<file path="config.mk">
export PLATFORM = sky130hd
export DESIGN_NAME = overlay_source
export DESIGN_NICKNAME = d
export VERILOG_FILES = /design/src/rtl/overlay_source.sv
export SDC_FILE = /design/constraint.sdc
export NUM_CORES = 1
export LEC_CHECK = 0
export ABC_CLOCK_PERIOD_IN_PS = 11000
export CAP_MARGIN = 20
export CORE_MARGIN = 10
export CORE_UTILIZATION = 50
export DETAILED_ROUTE_END_ITERATION = 7
export PLACE_DENSITY = 0.79
export SYNTH_ARGS = -nofsm -noshare
export SYNTH_HDL_FRONTEND = slang
export SYNTH_SLANG_ARGS = --single-unit
</file>
<file path="constraint.sdc">
create_clock -name clk -period 11 [get_ports clk]
set_input_delay 2.2 -clock clk [delete_from_list [all_inputs] [get_ports clk]]
set_output_delay 2.2 -clock clk [all_outputs]
set_load 0.01 [all_outputs]
</file>
<file path="src/rtl/overlay_source.sv">
// rtl/overlay_source.sv - overlay pixel supplier with memory prefetch and lookahead FIFO (optional OVERLAY_SOURCE_COLORKEY_EN)
module overlay_source #(
    parameter  int PIXEL_WIDTH = 8,
    parameter  int ALPHA_WIDTH = 8,
    parameter  int DIM_WIDTH   = 11,
    parameter  int ADDR_WIDTH  = 16,
    parameter  int FIFO_DEPTH  = 4,
    localparam int WORD_WIDTH  = 3*PIXEL_WIDTH+ALPHA_WIDTH
) (
    input  logic                     clk,
    input  logic                     reset,
    input  logic                     enable,
    input  logic [ADDR_WIDTH-1:0]    base_addr,
    input  logic [DIM_WIDTH-1:0]     num_overlay_rows,
    input  logic [DIM_WIDTH-1:0]     num_overlay_cols,
    input  logic                     overlay_adv,
    input  logic                     overlay_restart,
`ifdef OVERLAY_SOURCE_COLORKEY_EN
    input  logic [3*PIXEL_WIDTH-1:0] colorkey,
`endif
    output logic [PIXEL_WIDTH-1:0]   overlay0,
    output logic [PIXEL_WIDTH-1:0]   overlay1,
    output logic [PIXEL_WIDTH-1:0]   overlay2,
    output logic [ALPHA_WIDTH-1:0]   overlayA,
    output logic                     mem_re,
    output logic [ADDR_WIDTH-1:0]    mem_addr,
    input  logic [WORD_WIDTH-1:0]    mem_rdata,
    output logic                     underrun,
    input  logic                     underrun_clear
);

    localparam int PW = $clog2(FIFO_DEPTH);
    localparam int CW = PW + 1;
    localparam int OW = PW + 2;
    localparam int RW = 2 * DIM_WIDTH;

    logic [WORD_WIDTH-1:0] fifo_q [FIFO_DEPTH];
    logic [PW-1:0]         rd_ptr_q, rd_ptr_d, wr_ptr_q, wr_ptr_d, rd_ptr_nxt;
    logic [CW-1:0]         count_q, count_d;
    logic [RW-1:0]         remaining_q, remaining_d;
    logic [ADDR_WIDTH-1:0] mem_addr_q, mem_addr_d;
    logic                  mem_re_q, mem_re_d;
    logic                  pend_q, pend_d;
    logic                  underrun_q, underrun_d;
    logic                  push, pop, issue, urun_set;
    logic [OW-1:0]         occupancy;
    logic [WORD_WIDTH-1:0] head_word, next_word, pres_word;

    // Next-state: fetch issue, FIFO bookkeeping, restart flush and sticky underrun.
    // A read is outstanding while its strobe is on the bus (mem_re_q) and during
    // the following cycle when its data returns (pend_q); both reserve FIFO space.
    always_comb begin
        occupancy = OW'(count_q) + OW'(mem_re_q) + OW'(pend_q);
        push      = enable && !overlay_restart && pend_q;
        pop       = enable && !overlay_restart && overlay_adv && (count_q != '0);
        issue     = enable && !overlay_restart && (remaining_q != '0)
                    && (occupancy < OW'(FIFO_DEPTH));
        urun_set  = enable && !overlay_restart && overlay_adv && (count_q < CW'(2))
                    && ((remaining_q != '0) || mem_re_q || pend_q);

        rd_ptr_d    = rd_ptr_q;
        wr_ptr_d    = wr_ptr_q;
        count_d     = count_q;
        remaining_d = remaining_q;
        mem_addr_d  = mem_addr_q;
        mem_re_d    = 1'b0;
        pend_d      = 1'b0;
        underrun_d  = underrun_q;

        if (!enable) begin
            rd_ptr_d    = '0;
            wr_ptr_d    = '0;
            count_d     = '0;
            remaining_d = '0;
            mem_addr_d  = '0;
        end else if (overlay_restart) begin
            // Outstanding reads die here: pend_d stays 0 so their data is never pushed.
            rd_ptr_d    = '0;
            wr_ptr_d    = '0;
            count_d     = '0;
            mem_addr_d  = base_addr;
            remaining_d = RW'(num_overlay_rows) * RW'(num_overlay_cols);
        end else begin
            wr_ptr_d    = wr_ptr_q + PW'(push);
            rd_ptr_d    = rd_ptr_q + PW'(pop);
            count_d     = count_q + CW'(push) - CW'(pop);
            mem_re_d    = issue;
            mem_addr_d  = mem_addr_q + ADDR_WIDTH'(mem_re_q);
            remaining_d = remaining_q - RW'(issue);
            pend_d      = mem_re_q;
        end

        if (enable) begin
            if (urun_set) begin
                underrun_d = 1'b1;
            end else if (underrun_clear) begin
                underrun_d = 1'b0;
            end
        end
    end

    // State registers with synchronous reset.
    always_ff @(posedge clk) begin
        if (reset) begin
            rd_ptr_q    <= '0;
            wr_ptr_q    <= '0;
            count_q     <= '0;
            remaining_q <= '0;
            mem_addr_q  <= '0;
            mem_re_q    <= 1'b0;
            pend_q      <= 1'b0;
            underrun_q  <= 1'b0;
        end else begin
            rd_ptr_q    <= rd_ptr_d;
            wr_ptr_q    <= wr_ptr_d;
            count_q     <= count_d;
            remaining_q <= remaining_d;
            mem_addr_q  <= mem_addr_d;
            mem_re_q    <= mem_re_d;
            pend_q      <= pend_d;
            underrun_q  <= underrun_d;
        end
    end

    // FIFO storage; contents are meaningless outside count_q so no reset is needed.
    always_ff @(posedge clk) begin
        if (push) begin
            fifo_q[wr_ptr_q] <= mem_rdata;
        end
    end

    // Zero-latency presentation: with adv high the head is being popped, so show the one behind it.
    always_comb begin
        rd_ptr_nxt = rd_ptr_q + PW'(1);
        head_word  = fifo_q[rd_ptr_q];
        next_word  = fifo_q[rd_ptr_nxt];
        pres_word  = '0;
        if (!reset && enable && !overlay_restart) begin
            if (overlay_adv) begin
                if (count_q >= CW'(2)) begin
                    pres_word = next_word;
                end
            end else if (count_q != '0) begin
                pres_word = head_word;
            end
        end
`ifdef OVERLAY_SOURCE_COLORKEY_EN
        if (pres_word[3*PIXEL_WIDTH-1:0] == colorkey) begin
            pres_word[WORD_WIDTH-1 -: ALPHA_WIDTH] = '0;
        end
`endif
    end

    assign overlayA = pres_word[WORD_WIDTH-1 -: ALPHA_WIDTH];
    assign overlay2 = pres_word[3*PIXEL_WIDTH-1 -: PIXEL_WIDTH];
    assign overlay1 = pres_word[2*PIXEL_WIDTH-1 -: PIXEL_WIDTH];
    assign overlay0 = pres_word[PIXEL_WIDTH-1:0];
    assign mem_re   = mem_re_q;
    assign mem_addr = mem_addr_q;
    assign underrun = underrun_q;

endmodule

</file>
# After elaboration in Yosys (flattened, before gate mapping)
# Memories as Yosys holds them, arrays and structs flattened. A register that Yosys moved wholly into a read port is not among the register bits.
# Cells that the tools add are included.
# totals
regBits	48
mem_bits_rw	128
inputBits	76
out_inout_bits	50
word_cells	54
mem_count	1
# memory_table
memory	depth	width	rd	rd_ports_with_merged_regs	wr	line	source
fifo_q	4	32	2	1	1	37	logic [WORD_WIDTH-1:0] fifo_q [FIFO_DEPTH];
# classes
add_sub_neg	9
multipliers	1
order_cmp	3
muxes	11
bitwise	1
reduce_logical	20
# ops
operator	n
$mux 32	4
$mul 11x11->22	1
$mux 22	1
$reduce_bool 22->1	1
$sub 22x1->22	1
$add 16x1->16	1
$mux 16	1
$logic_and 1x1->1	10
$add 2x1->2	2
$add 3x1->4	1
$add 4x1->4	1
$lt 4x3->1 const B	1
$mux 1	4
$add 3x1->3	1
$ge 3x2->1 const B	1
$lt 3x2->1 const B	1
$reduce_bool 3->1	1
$reduce_or 3->1	1
$sub 3x1->3	1
$add 2x1->2 const B	1
$logic_not 1->1	2
$logic_or 1x1->1	2
$mux 2	1
$reduce_and 2->1	1
other kinds (3)	3

# Longest topological paths before layout
# Gate-level depths: netlist of the first run.
# depth
depth_word	7
depth_mapped	20
depth_no_buf	18

# Worst setup path before layout of the first run
# No wires, ideal clock.
# synth_path
path_type	input port to flip-flop
start	input port num_overlay_cols[2]
end	register remaining_q[14]
setup_ps	130
arrival_time_ps	6720
t_required_ps	10870
setup_slack_ps	4149
path_stages	16
n_path_buf	1
cell_sequence	clkbuf_1 -> nand2_1 -> fa_1 -> fa_1 -> fa_1 -> inv_1 -> fa_1 -> inv_1 -> fa_1 -> inv_1 -> ha_1 -> a21o_1 -> or4_4 -> a41oi_2 -> xor2_1 -> o22ai_1
# synth_via
elab_chain_cells	2
# synth_rtl
element	line	source
start: declaration	15	input logic [DIM_WIDTH-1:0] num_overlay_cols,
$mul 11x11->22	82	remaining_d = RW'(num_overlay_rows) * RW'(num_overlay_cols);
$mux 22	76	end else if (overlay_restart) begin
end signal: assignment	117	remaining_q <= remaining_d;
end: declaration	40	logic [RW-1:0] remaining_q, remaining_d;
# No other way between the ends.
# A chain may end at the register's enable or synchronous reset.

# Worst setup path after layout of the first run
# Ends and elaborated chain as after synthesis.

==> results of run 1 <==
metrics by stage:
step                util (%)  instance area [µm²]  std cells
global placement       57.18                13950       1476
floorplan                  -                12420       1076
finish                 59.71                14560       1509
CTS                    59.59                14540       1508
global route           59.71                14560       1509
detailed placement     57.18                13950       1476
cell families (layout without fill, tap and decap cells):
| kind of cell | after synthesis | after routing | share of synthesized area, % |
|---|---|---|---|
| buffers and inverters | 173 | 282 | 5.358 |
| and+or+nand+nor | 328 | 328 | 13.30 |
| xor gates and xnor gates | 50 | 50 | 3.525 |
| muxes | 72 | 72 | 12.25 |
| adders and majority gates | 152 | 152 | 20.20 |
| DFF | 176 | 176 | 38.67 |
| AOI/OAI and AO/OA | 125 | 125 | 6.688 |
power breakdown:
part	switching (µW)	leakage [µW]	total [µW]	internal [µW]
Combinational	640	0.00371	1130	487
Sequential	23.3	0.00154	754	731
Clock	289	0.000285	595	305
Total	952	0.00554	2470	1520
cells in the final DEF (no fill, tap or decap), types with 3 or more instances in the layout:
master and count:
a22oi_1 32, a31oi_1 3, xor2_1 25, inv_8 6, a21o_1 7, fa_1 81, nor3_1 6, edfxtp_1 128
ha_1 71, nand3_1 11, mux4_2 64, inv_1 112, o21ai_0 16, and2_1 69, a21oi_1 35, nand4_1 8
o31ai_1 4, nor2b_1 8, buf_4 11, clkinv_8 3, nor2_1 92, mux2i_1 8, nand2b_1 3, dfxtp_1 46
clkbuf_16 17, a211oi_1 5, and3_1 14, o22ai_1 4, nand2_1 87, clkdlybuf4s50_1 124, xnor2_1 25, nor4_1 5
or3_1 7
worst max-delay path: stages:
cell             delay, ns
clkdlybuf4s50_1       0.71
nand2_1               0.15
fa_1                  0.58
fa_1                  0.45
fa_1                  0.55
inv_1                 0.06
fa_1                  0.53
inv_1                 0.06
fa_1                  0.53
inv_1                 0.04
ha_1                  0.35
a21o_1                0.23
or4_4                 0.50
a41oi_2               0.21
xor2_1                0.19
o22ai_1               0.11
final cells by class:
class / count / area [µm²] / share of cell area [%]
repair buffers: 137 / 1356 / 9.314
well taps: 324 / 405.4 / 2.784
multi-input cells: 727 / 6979 / 47.93
inverters: 113 / 424.2 / 2.913
clock buffers: 17 / 425.4 / 2.921
clock inverters: 15 / 162.7 / 1.117
flip-flops and latches: 176 / 4810 / 33.03
flip-flops by register name (all words and copies together), names as in the netlist:
signal       flops
count_q          3
remaining_q     22
underrun         1
rd_ptr_q         2
fifo_q         128
wr_ptr_q         2
pend_q           1
mem_re           1
mem_addr        16
routing by layer:
metal / part of all wire, % / wire length, µm
met1: 42 / 11750
met4: 0.88 / 246
met3: 7.1 / 1966
met2: 50 / 13910
met5: 0 / 0
final timing paths:
kind / start / to / slack [ns]
hold reg to reg: underrun / underrun / 0.51
hold / removal: underrun / underrun / 0.51
setup reg to reg: remaining_q[10] / remaining_q[18] / 8.25
setup / recovery: num_overlay_cols[2] / remaining_q[14] / 3.85
==> impl_results.md, run 1 <==
* Status: completed
* FILL cells at a little under 2000
* Post-layout worst setup margin at 3.852 ns
* Die X at 177.6 µm
* Clock slew at reported path FFs at 0.07 ns
* Drt initial violations at 701
* # resized after CTS at 0
* Root Driver: clkbuf_16
* Post-synth net total at between 1000 and 1500
* Met3 Usage GRT at 4.186%
* First-pass GRT wire length at 46120 µm
* Initial antenna violation count at 0
* Share of cells above drive strength 1 at 10.72%
* Dpl hpwl at 19770 µm
* Unrepaired setup endpoints after global routing: no
* Number of I/O pins at between 100 and 150
* Max-cap viol count at 0
* Remaining antenna violation count after routing at 0
* Area Overhead vs Synth at 17.22%
* Rows at 57
* Reg2Reg Depth at 11
* CP Data Arrival Time at between 7 and 8 ns
* Post-CTS setup buffer count at 0
* Fin nets at 1400
* Worst Setup End Kind: flip-flop
* Post-synth EDFFs at 128
* Post-layout min period at about 7 ns
* Post-Place Setup Slack at 3.407 ns
* CP Launch Type: input port
* Hold slack at between 0.5 and 0.6 ns
* DRC errors left at 0
* N_diodes at 0
* Largest net degree at the start of global routing at between 60 and 70
* # port buffers at 125
* Synth top cells by count: 128 x edfxtp_1, 112 x inv_1, 93 x nor2_1, 87 x nand2_1, 81 x fa_1
* DRT Pass-1 Iters at 5
* Routability Congestion at 0.8807
* Final Max Tran Viols at 0
* Post-synth top area cell: edfxtp_1
* Most numerous cell in the Yosys netlist: edfxtp_1
* Global route hottest layer: met2
* Fmax at 139.9 MHz
* Mapped Cells at about 1100
* H-tree Lvls at 4
* Syn Area/Cell at 11.55 µm²
* Final WL at 27870 µm
* Power per standard cell area at around 170 nW/µm²
* Pleak at 0.005537 µW
* CTS tree: yes
* Fin. Hold Viols at 0
* Via count at 8632
* Max clock buf depth at 2
* Synthesized cell area at 12420 µm²
* Hold/Removal Path Class: flip-flop to flip-flop
* Met1 usage at 23.57%
* Total CTS buffers at 17
* Vias per cell at 5.720
* Gr usage total at between 10% and 20%
* Worst endpoint required time at 11.30 ns
* Synth Flop Type: edfxtp_1
* WL per Instance at 18.47 µm
* Slew HR at about two fifths
* Yosys warnings at 0
* Worst-margin pin slew at 0.9079 ns
* Core Area at roughly 24000 µm²
* Largest cells by area after synthesis: edfxtp_1 31%, fa_1 13%, mux4_2 12%, dfxtp_1 7.7%, ha_1 7.2%
* CTS Hold Bufs at 0
* Critical path type: input port to flip-flop
* GR Util met2 at 31.34%
* Die area at between 30000 and 40000 µm²
* Final setup vio count at 0
* Clk sinks at 176
* Fin crit share at 64.98%
* Worst VDD drop at roughly 180 µV
* Initial Util at 50.93%
* Register bit total from synthesis at 176
* Grt ovf at 0
* Clock Skew at 0.01570 ns
* Hold depth at 2
* CP Max Fanout at 11
* Clock Latency Late Sink at ~0.44 ns
* Fraction of registers with async set/reset at 0%
* Sequential area share after synthesis at 38.67%
* Die height at 177.6 µm
* Vias in the first global route at 9087
* Post-synth cell types at between 50 and 60
* Share of the synthesized area in the top cell type at a little under a third
* Setup TNS at 0 ns
* Total power draw at 2475 µW
Note: power is estimated with default switching activity, not from simulation.
==> inputs of run 2 (changes only) <==
--- a/config.mk
+++ b/config.mk
@@ -5,12 +5,12 @@
 export SDC_FILE = /design/constraint.sdc
 export NUM_CORES = 1
 export LEC_CHECK = 0
-export ABC_CLOCK_PERIOD_IN_PS = 11000
+export ABC_CLOCK_PERIOD_IN_PS = 6500
 export CAP_MARGIN = 20
 export CORE_MARGIN = 10
 export CORE_UTILIZATION = 50
 export DETAILED_ROUTE_END_ITERATION = 7
-export PLACE_DENSITY = 0.79
+export PLACE_DENSITY = 0.81
 export SYNTH_ARGS = -nofsm -noshare
 export SYNTH_HDL_FRONTEND = slang
 export SYNTH_SLANG_ARGS = --single-unit
==> constraint.sdc (replaced) <==
create_clock -name clk -period 6.5 [get_ports clk]
set_input_delay 1.3 -clock clk [delete_from_list [all_inputs] [get_ports clk]]
set_output_delay 1.3 -clock clk [all_outputs]
set_load 0.01 [all_outputs]
==> impl_results.md, run 2 (synthesis gave the netlist of run 1 again) <==
* Status: completed
* FILL cells at 1955 (-1.6%)
* Die X at 177.6 µm (unchanged)
* Power per standard cell area at 291.8 nW/µm² (+72%)
* Worst Setup End Kind: flip-flop
* Rows at 57 (unchanged)
* Drt initial violations at 642 (-8.4%)
* Number of I/O pins at 126 (unchanged)
* Gr usage total at 18.34% (about the same)
* Global route hottest layer: met2
* Storage cell area at 4810 µm² (unchanged)
* CP Data Arrival Time at 6.33 ns (-1.11 ns)
* Setup TNS at 0 ns (unchanged)
* Worst VDD drop at 320.4 µV (+80%)
* Clock slew at reported path FFs at 0.07 ns (about the same)
* Final Max Tran Viols at 0 (unchanged)
* Vias in the first global route at 9208 (+1.3%)
* Routability Congestion at 0.9032 (+2.6%)
* Via count at 8730 (+1.1%)
* Slew HR at 34.61% (-4.7 points)
* Hold/Removal Path Class: flip-flop to flip-flop
* Crit path from: num_overlay_cols[2]
* Initial Util at 50.93% (unchanged)
* Commonest non-fill, non-tap cell in the layout: edfxtp_1
* Fin. Hold Viols at 0 (unchanged)
* Max-cap viol count at 0 (unchanged)
* Vias per cell at 5.698 (-0.38%)
* Share of cells above drive strength 1 at 12.42% (+1.7 points)
* Core Area at 24390 µm² (unchanged)
* Met3 Usage GRT at 3.995% (-0.19 points)
* Fin nets at 1424 (+1.7%)
* Area Overhead vs Synth at 18.47%
* DRC errors left at 0 (unchanged)
* H-tree Lvls at 4 (unchanged)
* First-pass GRT wire length at 46540 µm (+0.91%)
* # resized after CTS at 0 (unchanged)
* Clock Skew at 0.01961 ns (+0.003915 ns)
* Reg2Reg Launch Point: remaining_q[10]
* Remaining antenna violation count after routing at 0 (unchanged)
* Largest register FFs at 128 (unchanged)
* Dpl hpwl at 20380 µm (+3.1%)
* Largest net degree at the start of global routing at 51 (-23%)
* Initial antenna violation count at 0 (unchanged)
* Die height at 177.6 µm (unchanged)
* CTS tree: yes
* Root Driver: clkbuf_16
* Met1 usage at 23.74% (+0.17 points)
* Post-CTS setup buffer count at 0 (unchanged)
* GR Util met2 at 31.18% (-0.16 points)
* CTS Hold Bufs at 0 (unchanged)
* Multi-input logic area at 6979 µm² (unchanged)
* CP Launch Type: input port
* Hold path start: underrun
* Fin crit share at 93.30%
* Pleak at 0.005643 µW (+1.9%)
* Worst-margin pin slew at 0.9809 ns (+0.07300 ns)
* Biggest register: fifo_q
* Grt ovf at 0 (unchanged)
* Max clock buf depth at 2 (unchanged)
* Most frequent cells in the layout: 128 x edfxtp_1, 124 x clkdlybuf4s50_1, 112 x inv_1
* Placed Area at 14130 µm² (+1.3%)
* WL per Instance at 18.15 µm (-1.7%)
* Worst endpoint required time at 6.77 ns (-4.53 ns)
* Post-layout min period at around 6 ns
* # port buffers at 125 (unchanged)
* Fmax at 164.9 MHz
* N_diodes at 0 (unchanged)
* Final WL at 27810 µm (-0.20%)
* Clk sinks at 176 (unchanged)
* Total CTS buffers at 17 (unchanged)
* Die area at 31550 µm² (unchanged)
* Post-layout worst setup margin at 0.4352 ns (-3.417 ns)
* CP Max Fanout at 8 (-3)
* Final setup vio count at 0 (unchanged)
* Hold slack at 0.4625 ns (-0.04559 ns)
* DRT Pass-1 Iters at 7 (+2)
* Critical path type: input port to flip-flop
* Design area at 14720 µm² (+1.1%)
* Post-Place Setup Slack at 0.04677 ns (-3.360 ns)
* Unrepaired setup endpoints after global routing: no
* Clock Latency Late Sink at 0.43 ns (about the same)
-- run 2: changes by cell type in the layout (fill, tap and decap cells not counted) --
cell        delta
inv_8          -3
bufinv_16      +2
clkinv_8       -3
clkbuf_1       +1
clkinvlp_4     +1
clkinv_1       -1
buf_16         -1
buf_4         +25
clkinv_2       +2
-- run 2: power breakdown --
part | leakage, µW | switching, µW | internal [µW]
combinational | 0.00382 | 1120 | 890
sequential | 0.00154 | 39.6 | 1240
clock | 0.000283 | 435 | 573
-- run 2: worst max-delay path: stages --
cell and delay (ns):
clkdlybuf4s50_1 0.63, buf_4 0.18, nand2_1 0.07, fa_1 0.55, inv_1 0.05, fa_1 0.48, fa_1 0.51, fa_1 0.49
inv_1 0.06, fa_1 0.36, inv_1 0.07, ha_1 0.33, and3_1 0.26, a211o_1 0.30, a221oi_1 0.28, o31ai_1 0.14
xnor2_1 0.18, a21oi_1 0.08
-- run 2: metrics by stage --
stage | instances | utilization [%] | total power [µW]
floorplan | 1076 | - | 2783
global placement | 1501 | 57.95 | 3251
detailed placement | 1501 | 57.95 | 3302
CTS | 1532 | 60.34 | 4316
global route | 1532 | 60.34 | 4649
finish | 1532 | 60.34 | 4295
-- run 2: path summary, 6_finish.rpt --
check                    endpoint  slack, ns  depth (start not counted)
hold reg to reg          underrun       0.46                          2
setup / recovery  remaining_q[18]       0.44                         18
hold / removal           underrun       0.46                          2
setup reg to reg  remaining_q[12]       3.70                         12
-- run 2: layout make-up --
type / count / area share [%]
timing repair buffer: 161 / 10.30
clock buffer: 18 / 2.916
clock inverter: 13 / 1.046
tap: 324 / 2.754
inverter: 113 / 2.882
multi-input combinational: 727 / 47.42
sequential: 176 / 32.68
-- run 2: layer usage --
layer	part of all wire [%]	up-vias
met5	0	-
met4	0.89	0
met3	6.8	20
met2	51	275
met1	42	4412
li1	-	4023
==> patch 1 (settings of run 1) <==
`PIXEL_WIDTH`: 8 -> 6.
--- a/src/rtl/overlay_source.sv
+++ b/src/rtl/overlay_source.sv
@@ -1,6 +1,6 @@
 // rtl/overlay_source.sv - overlay pixel supplier with memory prefetch and lookahead FIFO (optional OVERLAY_SOURCE_COLORKEY_EN)
 module overlay_source #(
-    parameter  int PIXEL_WIDTH = 8,
+    parameter  int PIXEL_WIDTH = 6,
     parameter  int ALPHA_WIDTH = 8,
     parameter  int DIM_WIDTH   = 11,
     parameter  int ADDR_WIDTH  = 16,
Interface: changed (resized mem_rdata, overlay0, overlay1 and overlay2); port bits go from 126 to 114. No check against the original RTL was run, so the function may have changed too.
==> patch 1 against run 1 <==
Setup slack better by 0.032 ns; sequential cell count is 24 lower; worst hold slack worse by 0.051 ns; sequential power is 13% lower; sequential share of layout area is 2.4 points lower; synthesized cell count is 4.7% lower; die area is 8.0% lower; total power is 7.0% lower; global-route usage hardly changed; cell area is 8.5% lower; combinational power is 6% lower; synthesized area is 9.0% lower; non-clock buffer count is 10 lower; routed wire length is 8.1% lower; critical endpoint is now remaining_q[19]$_SDFF_PP0_; largest cell class unchanged; highest routed layer unchanged.
==> patch 1: results (changes against run 1) <==
status completed; Worst-path clk slew 0.06 ns; max reg flops 104 (-19%); switching share of power 39.4% (+0.89 points); gr usage total 18.4% (about the same); skew final 0.00605 ns (-0.00966 ns); CP bufs+invs 4 (unchanged); Final nets 1341 (-4.2%); FILL cells 1742 (-12%); Placer Congestion 0.886 (+0.64%); Post-synth EDFFs 104 (-19%); DR iter-0 viols 589 (-16%); DPL Wire Length 18800 um (-4.8%); Reg2Reg Depth 12 (+1); Post-synth top cells inv_1, edfxtp_1, nand2_1; largest stage delay on the critical path 0.69 ns (-0.02 ns); GR Layer Usage met1 21.5% (-2.0 points); Worst VDD drop 0.140 mV (-21%); met2 Resource Use GR 33.2% (+1.8 points); vias post-DR 8101 (-6.2%); global-route wire length before repair 42800 um (-7.2%); DRT Wirelength 25600 um (-8.1%); routing usage on met3 3.70% (-0.48 points); P_leak 0.00523 uW (-5.6%); critical path data arrival time 7.44 ns (about the same); R2R setup slack 7.84 ns (-0.41 ns); sequential fraction of the synthesis area 36.1% (-2.6 points); Synth area leaders edfxtp_1, fa_1, mux4_2, dfxtp_1, ha_1; share of layout cells above drive strength 1 10.1% (-0.65 points); asr flop ratio synth 0% (unchanged); Slew headroom 34.2% (-5.1 points); Hold Crit Endpoint underrun$_SDFFE_PP0P_; largest net degree at the start of global routing 54 (-18%); I/O Buffers 113 (-9.6%); R2R Path End remaining_q[16]$_SDFF_PP0_; Min-Delay Path Class reg -> reg; post_cts resized 0 (unchanged); number of CTS-inserted buffers 17 (unchanged); RR Startpoint remaining_q[12]$_SDFF_PP0_; synthesized net count 1247 (-4.4%); vias in the first global route 8751 (-3.7%); initial antenna violation count 0 (unchanged); Unique masters post-synth 56 (-5.1%); post-route ant nets 0 (unchanged); global route total overflow 0 (unchanged)
==> patch 1: changes by cell type after synthesis, sizes merged, moves of 5 or more <==
| cell | run 1 | this run |
|---|---|---|
| nor2 | 93 | 85 |
| nand3 | 11 | 16 |
| a22oi | 32 | 26 |
| buf | 18 | 13 |
| mux4 | 64 | 52 |
| edfxtp | 128 | 104 |
==> patch 1: per-stage QoR <==
| stage | hold slack (ns) | cells | cell area, um^2 | total power [uW] | setup slack, ns |
|---|---|---|---|---|---|
| floorplan | 0.474 | 1025 | 11300 | 1470 | 4.21 |
| global placement | 0.445 | 1378 | 12700 | 1710 | 3.58 |
| detailed placement | 0.448 | 1379 | 12700 | 1720 | 3.45 |
| CTS | 0.456 | 1411 | 13300 | 2310 | 3.90 |
| global route | 0.481 | 1412 | 13300 | 2510 | 3.52 |
| finish | 0.457 | 1412 | 13300 | 2300 | 3.88 |
==> patch 1: cells by family after synthesis <==
family	share of synthesized area [%]
compound gates	6.96
xor+xnor	3.56
fa+ha+maj	22.2
buf+inv	5.59
flops	36.1
mux	10.9
simple gates	14.7
==> patch 1: layer usage <==
metal	routed length, um	vias up
met5	0	-
met4	364	0
met3	1440	31
met2	13300	258
met1	10500	4050
li1	-	3762
==> patch 1: worst max path at each step <==
stage	start	to	cells after the start
finish	num_overlay_cols[8]	remaining_q[19]$_SDFF_PP0_	17
detailed placement	num_overlay_cols[8]	remaining_q[19]$_SDFF_PP0_	17
global route	num_overlay_cols[4]	remaining_q[13]$_SDFF_PP0_	17
floorplan	num_overlay_rows[2]	remaining_q[13]$_SDFF_PP0_	17
CTS	num_overlay_rows[6]	remaining_q[19]$_SDFF_PP0_	16
global placement	num_overlay_cols[8]	remaining_q[13]$_SDFF_PP0_	17
==> patch 1: layout make-up <==
| cell class | instances | area, um^2 | area share, % |
|---|---|---|---|
| inverters | 114 | 428 | 3.21 |
| clock buffers | 17 | 425 | 3.19 |
| clock inverters | 15 | 180 | 1.35 |
| well taps | 280 | 350 | 2.63 |
| multi-input cells | 707 | 6610 | 49.6 |
| repair buffers | 127 | 1250 | 9.36 |
| flip-flops and latches | 152 | 4090 | 30.7 |
==> patch 1: power by group through the flow <==
stage               sequential (uW)  clock [uW]  combinational (uW)
floorplan                       665           0                 806
global placement                668           0                1040
detailed placement              669           0                1050
CTS                             657         597                1060
global route                    660         624                1220
finish                          657         588                1060
==> patch 1: worst register-to-register path: stages (launching register included) <==
cell and delay, ns:
dfxtp_1 0.35, nor4_1 0.51, nor4bb_1 0.51, nand3_1 0.20, and3_1 0.23, ha_1 0.23, ha_1 0.26, nor3b_1 0.17
nand4_1 0.21, nor2_1 0.08, xor2_1 0.15, nand3_1 0.08, o31ai_1 0.06
==> patch 2 (settings of run 1) <==
Made on the original files. Register the input `num_overlay_rows` before use. The logic sees it one clock later. The other inputs are not delayed to match.
--- a/src/rtl/overlay_source.sv
+++ b/src/rtl/overlay_source.sv
@@ -33,6 +33,12 @@
     localparam int CW = PW + 1;
     localparam int OW = PW + 2;
     localparam int RW = 2 * DIM_WIDTH;
+
+    logic [DIM_WIDTH-1:0] num_overlay_rows_q;
+
+    always_ff @(posedge clk) begin
+        num_overlay_rows_q <= num_overlay_rows;
+    end
 
     logic [WORD_WIDTH-1:0] fifo_q [FIFO_DEPTH];
     logic [PW-1:0]         rd_ptr_q, rd_ptr_d, wr_ptr_q, wr_ptr_d, rd_ptr_nxt;
@@ -79,7 +85,7 @@
             wr_ptr_d    = '0;
             count_d     = '0;
             mem_addr_d  = base_addr;
-            remaining_d = RW'(num_overlay_rows) * RW'(num_overlay_cols);
+            remaining_d = RW'(num_overlay_rows_q) * RW'(num_overlay_cols);
         end else begin
             wr_ptr_d    = wr_ptr_q + PW'(push);
             rd_ptr_d    = rd_ptr_q + PW'(pop);
Function: changed (Yosys sat finds a counterexample within 4 cycles, from zero or initial values and one cycle with reset high).
==> patch 2 against run 1 <==
Synthesized cell count shrank 0.19%; highest routed layer unchanged; synthesized area rose by 0.77%; routed wire length decreased by 0.31%; sequential cell count increased by 11; cell area increased by 1.3%; clock power rose by 10%; setup slack lost 0.21 ns; total power increased by 1.3%; die area up 0.68%; combinational power is 7% lower.
==> patch 2: results (changes against run 1) <==
XOR/XNOR share of the synthesized area 3.08% (-0.45 points); max reg flops 128 (unchanged); Adder-Cell Fraction of Synth Area 20.0% (-0.15 points); Final nets 1399 (-0.071%); first-pass detailed-route iteration total 4 (-1); # Max-Cap Violations 0 (unchanged); YS warnings 0 (unchanged); H-tree Lvls 4 (unchanged); initial antenna violation count 1 (+1); DPL Wire Length 19700 um (about the same); Clock Path Buffers 2 (unchanged); asr flop ratio synth 0% (unchanged); Detail Route met2 WL 14400 um (+3.4%); Setup Buffers After CTS 0 (unchanged); vias in the first global route 8985 (-1.1%); via density per instance 5.61 (-1.9%); mux contribution to synthesized area 11.9% (-0.33 points); DRT Wirelength 27800 um (-0.31%); routed wl met3 1320 um (-33%); most flop-heavy register fifo_q; I/O Buffers 125 (unchanged); Post-synth top cells edfxtp_1, inv_1, nand2_1; Cells after Synth 1074 (-0.19%); Post-DP Area 14100 um^2 (+0.83%); Worst VDD drop 0.154 mV (-14%); largest net degree at the start of global routing 66 (unchanged); uppermost layer routed met4; P_leak 0.00567 uW (+2.4%); global-route wire length before repair 45800 um (-0.70%); Post-synth EDFFs 128 (unchanged); met2 Resource Use GR 32.1% (+0.79 points); post_cts resized 0 (unchanged); Post-Layout Cell Count 1510 (+0.066%); Worst-path clk slew 0.08 ns; synthesized net count 1302 (-0.15%); number of CTS-inserted buffers 17 (unchanged); GR Layer Usage met1 21.8% (-1.7 points); routing usage on met3 2.79% (-1.4 points); gr usage total 17.9% (-0.47 points); M1 WL 11700 um (-0.56%); Synth area leaders edfxtp_1, fa_1, mux4_2, dfxtp_1, ha_1; DR iter-0 viols 547 (-22%); Clk Latency, worst-skew pair 0.43 ns; slew at the pin closest to its max-slew limit 0.854 ns (-0.0537 ns); status completed; share of layout cells above drive strength 1 10.5% (-0.24 points); Compound-Gate Fraction of Synth Area 6.92% (+0.23 points); skew final 0.0116 ns (-0.00412 ns); Post-Place Setup Slack 3.19 ns (-0.220 ns); Root Driver clkbuf_16; Placer Congestion 0.836 (-5.0%); critical path data arrival time 7.69 ns (+0.25 ns); sequential fraction of the synthesis area 40.1% (+1.5 points); CP max FO 11 (unchanged); Min-Delay Path Class reg -> reg; Unique masters post-synth 56 (-5.1%)
## patch 2: changes by cell type in the layout (fill, tap and decap cells not counted), sizes merged, moves of 6 or more
cell | run 1 | this run
a211oi | 5 | 12
a21oi | 36 | 24
dfxtp | 48 | 59
nor2 | 93 | 87
nor2b | 8 | 1
nor3 | 8 | 15
o21ai | 18 | 11
## patch 2: power breakdown
group | switching, uW | leakage [uW] | internal [uW]
Combinational | 596 | 0.00372 | 455
Sequential | 28.5 | 0.00164 | 772
Clock | 332 | 0.000313 | 324
Total | 956 | 0.00567 | 1550
## patch 2: path summary, 6_finish.rpt
check                           slack (ns)  cells past startpoint                         end                           from
worst max register to register        5.54                     16  remaining_q[18]$_SDFF_PP0_  num_overlay_rows_q[7]$_DFF_P_
worst max-delay path                  3.64                     17  remaining_q[18]$_SDFF_PP0_            num_overlay_cols[2]
worst min-delay path                  0.47                      2       underrun$_SDFFE_PP0P_          underrun$_SDFFE_PP0P_
worst min register to register        0.47                      2       underrun$_SDFFE_PP0P_          underrun$_SDFFE_PP0P_
## patch 2: worst max-delay path: stages
cell             delay [ns]
clkdlybuf4s50_1        0.70
nand2_1                0.14
fa_1                   0.58
fa_1                   0.45
fa_1                   0.56
inv_1                  0.06
fa_1                   0.53
inv_1                  0.05
fa_1                   0.52
inv_1                  0.04
ha_1                   0.38
a211o_1                0.34
a21o_1                 0.17
a221oi_1               0.40
a21oi_1                0.15
o21a_1                 0.20
o31ai_1                0.20
## patch 2: final cells by class
class	instances	area, um^2
Antenna cell	2	5.00
Tap cell	324	405
Clock inverter	15	228
Clock buffer	17	425
Inverter	115	432
Timing Repair Buffer	137	1360
Fill cell	1884	9710
Sequential cell	187	5030
Multi-Input combinational cell	713	6860
